**src/rtl/bcd_seg_display.sv**
```systemverilog
// Sequential binary-to-BCD converter (double-dabble, one bit per clock) driving
// active-low 7-segment digits with leading-zero blanking, overflow dashes and flash.
module bcd_seg_display #(
    parameter int IN_W      = 8,
    parameter int DIGITS    = 3,
    parameter int BLANK_LZ  = 1,
    parameter int FLASH_DIV = 4
) (
    input  logic                clk,
    input  logic                rst,
    input  logic [IN_W-1:0]     value,
    input  logic                load,
    input  logic                flash_en,
    output logic                busy,
    output logic                done,
    output logic [4*DIGITS-1:0] bcd,
    output logic [7*DIGITS-1:0] seg,
    output logic                overflow
);

    localparam int WORK_W = 4 * (DIGITS + 1);
    localparam int CNT_W  = $clog2(IN_W + 1);

    localparam logic [1:0] S_IDLE = 2'd0;
    localparam logic [1:0] S_CONV = 2'd1;
    localparam logic [1:0] S_DONE = 2'd2;

    localparam logic [6:0] SEG_ZERO  = 7'b1000000;
    localparam logic [6:0] SEG_BLANK = 7'b1111111;
    localparam logic [6:0] SEG_DASH  = 7'b0111111;

    function automatic logic [6:0] seg_of(input logic [3:0] d);
        case (d)
            4'd0:    seg_of = 7'b1000000;
            4'd1:    seg_of = 7'b1111001;
            4'd2:    seg_of = 7'b0100100;
            4'd3:    seg_of = 7'b0110000;
            4'd4:    seg_of = 7'b0011001;
            4'd5:    seg_of = 7'b0010010;
            4'd6:    seg_of = 7'b0000010;
            4'd7:    seg_of = 7'b1111000;
            4'd8:    seg_of = 7'b0000000;
            4'd9:    seg_of = 7'b0011000;
            default: seg_of = SEG_BLANK;
        endcase
    endfunction

    function automatic logic [7*DIGITS-1:0] reset_seg();
        logic [7*DIGITS-1:0] r;
        r = '0;
        for (int i = 0; i < DIGITS; i++)
            r[7*i +: 7] = (i == 0 || BLANK_LZ == 0) ? SEG_ZERO : SEG_BLANK;
        return r;
    endfunction

    localparam logic [7*DIGITS-1:0] SEG_RESET = reset_seg();

    logic [1:0]          state;
    logic [IN_W-1:0]     shift_reg;
    logic [WORK_W-1:0]   work;
    logic [WORK_W-1:0]   work_adj;
    logic [CNT_W-1:0]    bit_cnt;
    logic                lost_msb;
    logic [FLASH_DIV:0]  flash_cnt;
    logic [7*DIGITS-1:0] seg_reg;
    logic [7*DIGITS-1:0] seg_next;
    logic                ovf_next;
    logic                upper_zero;

    // NOTE: every always_comb output gets a default first, so no path can leave it
    // unassigned and infer a latch.
    always_comb begin
        work_adj = work;
        for (int i = 0; i < DIGITS + 1; i++)
            if (work[4*i +: 4] >= 4'd5)
                work_adj[4*i +: 4] = work[4*i +: 4] + 4'd3;
    end

    // A 1 shifted out of the spare top digit means the value exceeded even DIGITS+1 digits.
    assign ovf_next = lost_msb || (work[WORK_W-1 -: 4] != 4'd0);

    always_comb begin
        seg_next   = '0;
        upper_zero = 1'b1;
        for (int i = DIGITS - 1; i >= 0; i--) begin
            upper_zero = upper_zero && (work[4*i +: 4] == 4'd0);
            if (ovf_next)
                seg_next[7*i +: 7] = SEG_DASH;
            else if (BLANK_LZ != 0 && i > 0 && upper_zero)
                seg_next[7*i +: 7] = SEG_BLANK;
            else
                seg_next[7*i +: 7] = seg_of(work[4*i +: 4]);
        end
    end

    // NOTE: sequential state uses non-blocking assignments so every register
    // samples pre-edge values regardless of statement order.
    always_ff @(posedge clk) begin
        if (rst) begin
            state     <= S_IDLE;
            shift_reg <= '0;
            work      <= '0;
            bit_cnt   <= '0;
            lost_msb  <= 1'b0;
            done      <= 1'b0;
            bcd       <= '0;
            overflow  <= 1'b0;
            seg_reg   <= SEG_RESET;
            flash_cnt <= '0;
        end else begin
            flash_cnt <= flash_cnt + 1'b1;
            done      <= 1'b0;
            case (state)
                S_IDLE: begin
                    if (load) begin
                        shift_reg <= value;
                        work      <= '0;
                        bit_cnt   <= CNT_W'(IN_W);
                        lost_msb  <= 1'b0;
                        state     <= S_CONV;
                    end
                end
                S_CONV: begin
                    work      <= {work_adj[WORK_W-2:0], shift_reg[IN_W-1]};
                    shift_reg <= shift_reg << 1;
                    lost_msb  <= lost_msb | work_adj[WORK_W-1];
                    bit_cnt   <= bit_cnt - CNT_W'(1);
                    if (bit_cnt == CNT_W'(1))
                        state <= S_DONE;
                end
                S_DONE: begin
                    bcd      <= work[4*DIGITS-1:0];
                    overflow <= ovf_next;
                    seg_reg  <= seg_next;
                    done     <= 1'b1;
                    state    <= S_IDLE;
                end
                default: state <= S_IDLE;
            endcase
        end
    end

    assign busy = (state == S_CONV);
    assign seg  = (flash_en && flash_cnt[FLASH_DIV]) ? '1 : seg_reg;

endmodule

```
**config.mk**
```make
export PLATFORM = sky130hd
export DESIGN_NAME = bcd_seg_display
export DESIGN_NICKNAME = d
export VERILOG_FILES = /design/src/rtl/bcd_seg_display.sv
export SDC_FILE = /design/constraint.sdc
export NUM_CORES = 1
export LEC_CHECK = 0
export CELL_PAD_IN_SITES_DETAIL_PLACEMENT = 0
export CELL_PAD_IN_SITES_GLOBAL_PLACEMENT = 1
export CORE_UTILIZATION = 43
export DETAILED_ROUTE_END_ITERATION = 8
export PLACE_DENSITY_LB_ADDON = 0.08
export SLEW_MARGIN = 30
export SYNTH_ARGS = -nofsm -noshare
export SYNTH_HDL_FRONTEND = slang
export SYNTH_SLANG_ARGS = --single-unit
```
**constraint.sdc**
```tcl
create_clock -name clk -period 3 [get_ports clk]
set_input_delay 0.3 -clock clk [delete_from_list [all_inputs] [get_ports clk]]
set_output_delay 0.3 -clock clk [all_outputs]
set_load 0.01 [all_outputs]
```
==> flow_summary.ini <==
[clock_tree]
holdBufCountCts = 0
post_cts_buffers = 0
cts_tree = done
cts_resized = 0
htreeDepth = 3
cts.reportedPaths.clkPinSlew_ps = 100
cts_sinks = 92
numCtsBuffers = 9
clock_path_buffers = 2
root_buffer = clkbuf_8
insertion_delay_ps = 350

[routing]
wirelength_mm = 9.74
drtIter0Drc = 102
via_count = 3512
ant_nets = 0
remaining_drc_errors = 0
viasPerCell = 5.21
wl_per_cell_um = 14.5
drtPass1Iterations = 4

[sta]
fin_ws_ps = 549
period_share = 0.817
maxSlewViolCount = 0
finalSetupViolations = 0
max_slew.worst_pin.slew_ps = 689
slew_headroom = 0.540
finalHoldViolCount = 0
max_freq_ghz = 0.408
tns_ps = 0
finalCriticalPeriod_ps = 2450
rsz0062_at_grt = false
skew_ps = 9.24

[die]
die_w_um = 102
pin_count = 48
dieArea_um2 = 10500
row_count = 36
start_util = 0.443
coreArea_um2 = 9770
die_y_um = 102

[place]
dpl.cell_count = 658
routabilityCongestion = 0.867
port_buffers = 47
pre_cts_ws_ps = 237
dp_hpwl_mm = 7.00

[status]
status = complete, no violations

[global_routing]
grt_start_max_net_pins = 30
track_usage = 0.198
grt_pass1_wl_mm = 16.0
grt-ovfl-total = 0
first_global_vias = 3236
grt_antenna_before_repair = 0

[layout]
postLayoutCoreUtil = 0.524
layout.nets = 576
stdcell_count = 674
antenna-diode-count = 0
drive_gt1_frac = 0.104
syn_to_final_growth_pct = 18.3
final_common_cell = dfxtp_1
final_cell_mix = dfxtp_1 (92), nand2_1 (58), clkdlybuf4s50_1 (47)

[run]
maxCapViolCount = 0

[yosys]
ys_ff_latch = 92
ys_types = 57
ys_async_sr_fraction = 0
synth_top_cells_by_area = dfxtp_1 (43%), ha_1 (8.1%), nand2_1 (5.0%)
synth_seq_area_share = 0.426
synth_edf_count = 0
syn_area_per_cell_um2 = 8.72
yosysWarningCount = 0
synth_top_area_cell = dfxtp_1
syn_inst = 496
syn_area_um2 = 4330
synthesis.nets = 536
yosysTopAreaCellShare = 0.426
synth-main-ff-cell = dfxtp_1

[power]
ir_worst_vdd_uv = 192
powerDensity_nw_per_um2 = 425
p_leak_nw = 1.99

[worst_hold_path]
hold_class = register to register

[setup_path]
cp_data_arrival_time_ps = 2670
crit_path_max_fanout = 25
critPathLaunchType = register
cp-end-kind = register
critPathKind = register to register
worstPathRequired_ps = 3220
[synthesized netlist by cell type, types with 4 or more instances]
cell type / count
nor3_1: 13
and4b_1: 4
a311oi_1: 4
o21ai_0: 27
o22ai_1: 15
nor2_1: 31
clkbuf_1: 23
nor2b_1: 11
a31oi_1: 4
buf_2: 7
a211oi_1: 6
a21oi_1: 34
ha_1: 28
nand2_1: 58
o221a_2: 12
nand2b_1: 28
dfxtp_1: 92
inv_1: 25
nand3_1: 7
[per-stage QoR]
stage	hold slack [ps]	area, um^2	power (mW)
floorplan	402	4330	1.39
global placement	418	4940	1.45
detailed placement	427	4940	1.45
CTS	450	5120	2.21
global route	459	5120	2.28
finish	450	5120	2.18
[routing by layer]
metal  vias up  global-route usage  share of wire  routed length [um]
li1       1822                   -              -                   -
met1      1618               0.270           0.51                4970
met2        65               0.322           0.45                4340
met3         7              0.0294          0.036                 350
met4         0              0.0615         0.0086                  84
met5         -                   0              0                   0
[final timing paths]
path / to / cells after the start / from / slack [ps]
setup / recovery: register / 7 / state[0] / 550
hold / removal: flash_cnt[0] / 1 / flash_cnt[0] / 450
setup reg to reg: register / 7 / state[0] / 550
hold reg to reg: flash_cnt[0] / 1 / flash_cnt[0] / 450
[worst max-delay path, cell delays in order (launching register included)]
cell	delay (ps)
dfxtp_1	420
buf_4	300
o21bai_2	250
a211oi_1	530
or2_1	330
inv_2	80
nor3_1	300
a311oi_1	90
[layout make-up]
cell class                      instances  area [um^2]
Timing Repair Buffer                   61          576
Fill cell                             959         4660
Tap cell                              133          166
Sequential cell                        92         1840
Clock buffer                           10          128
Multi-Input combinational cell        342         2240
Clock inverter                          6         48.8
Inverter                               30          113
[power breakdown]
| part | switching [mW] | internal [mW] | total (mW) |
|---|---|---|---|
| clock | 0.443 | 0.307 | 0.751 |
| sequential | 0.0171 | 1.25 | 1.26 |
| combinational | 0.0902 | 0.0730 | 0.163 |
[cell families after synthesis]
family                     after synthesis  share of synthesized area
buffers and inverters                   62                     0.0558
AOI/OAI and AO/OA                      137                      0.222
and+or+nand+nor                        168                      0.195
DFF                                     92                      0.426
xor gates and xnor gates                 5                     0.0101
adders and majority gates               28                     0.0810
muxes                                    4                    0.00955
No activity file was read; power rests on OpenSTA's default activity.
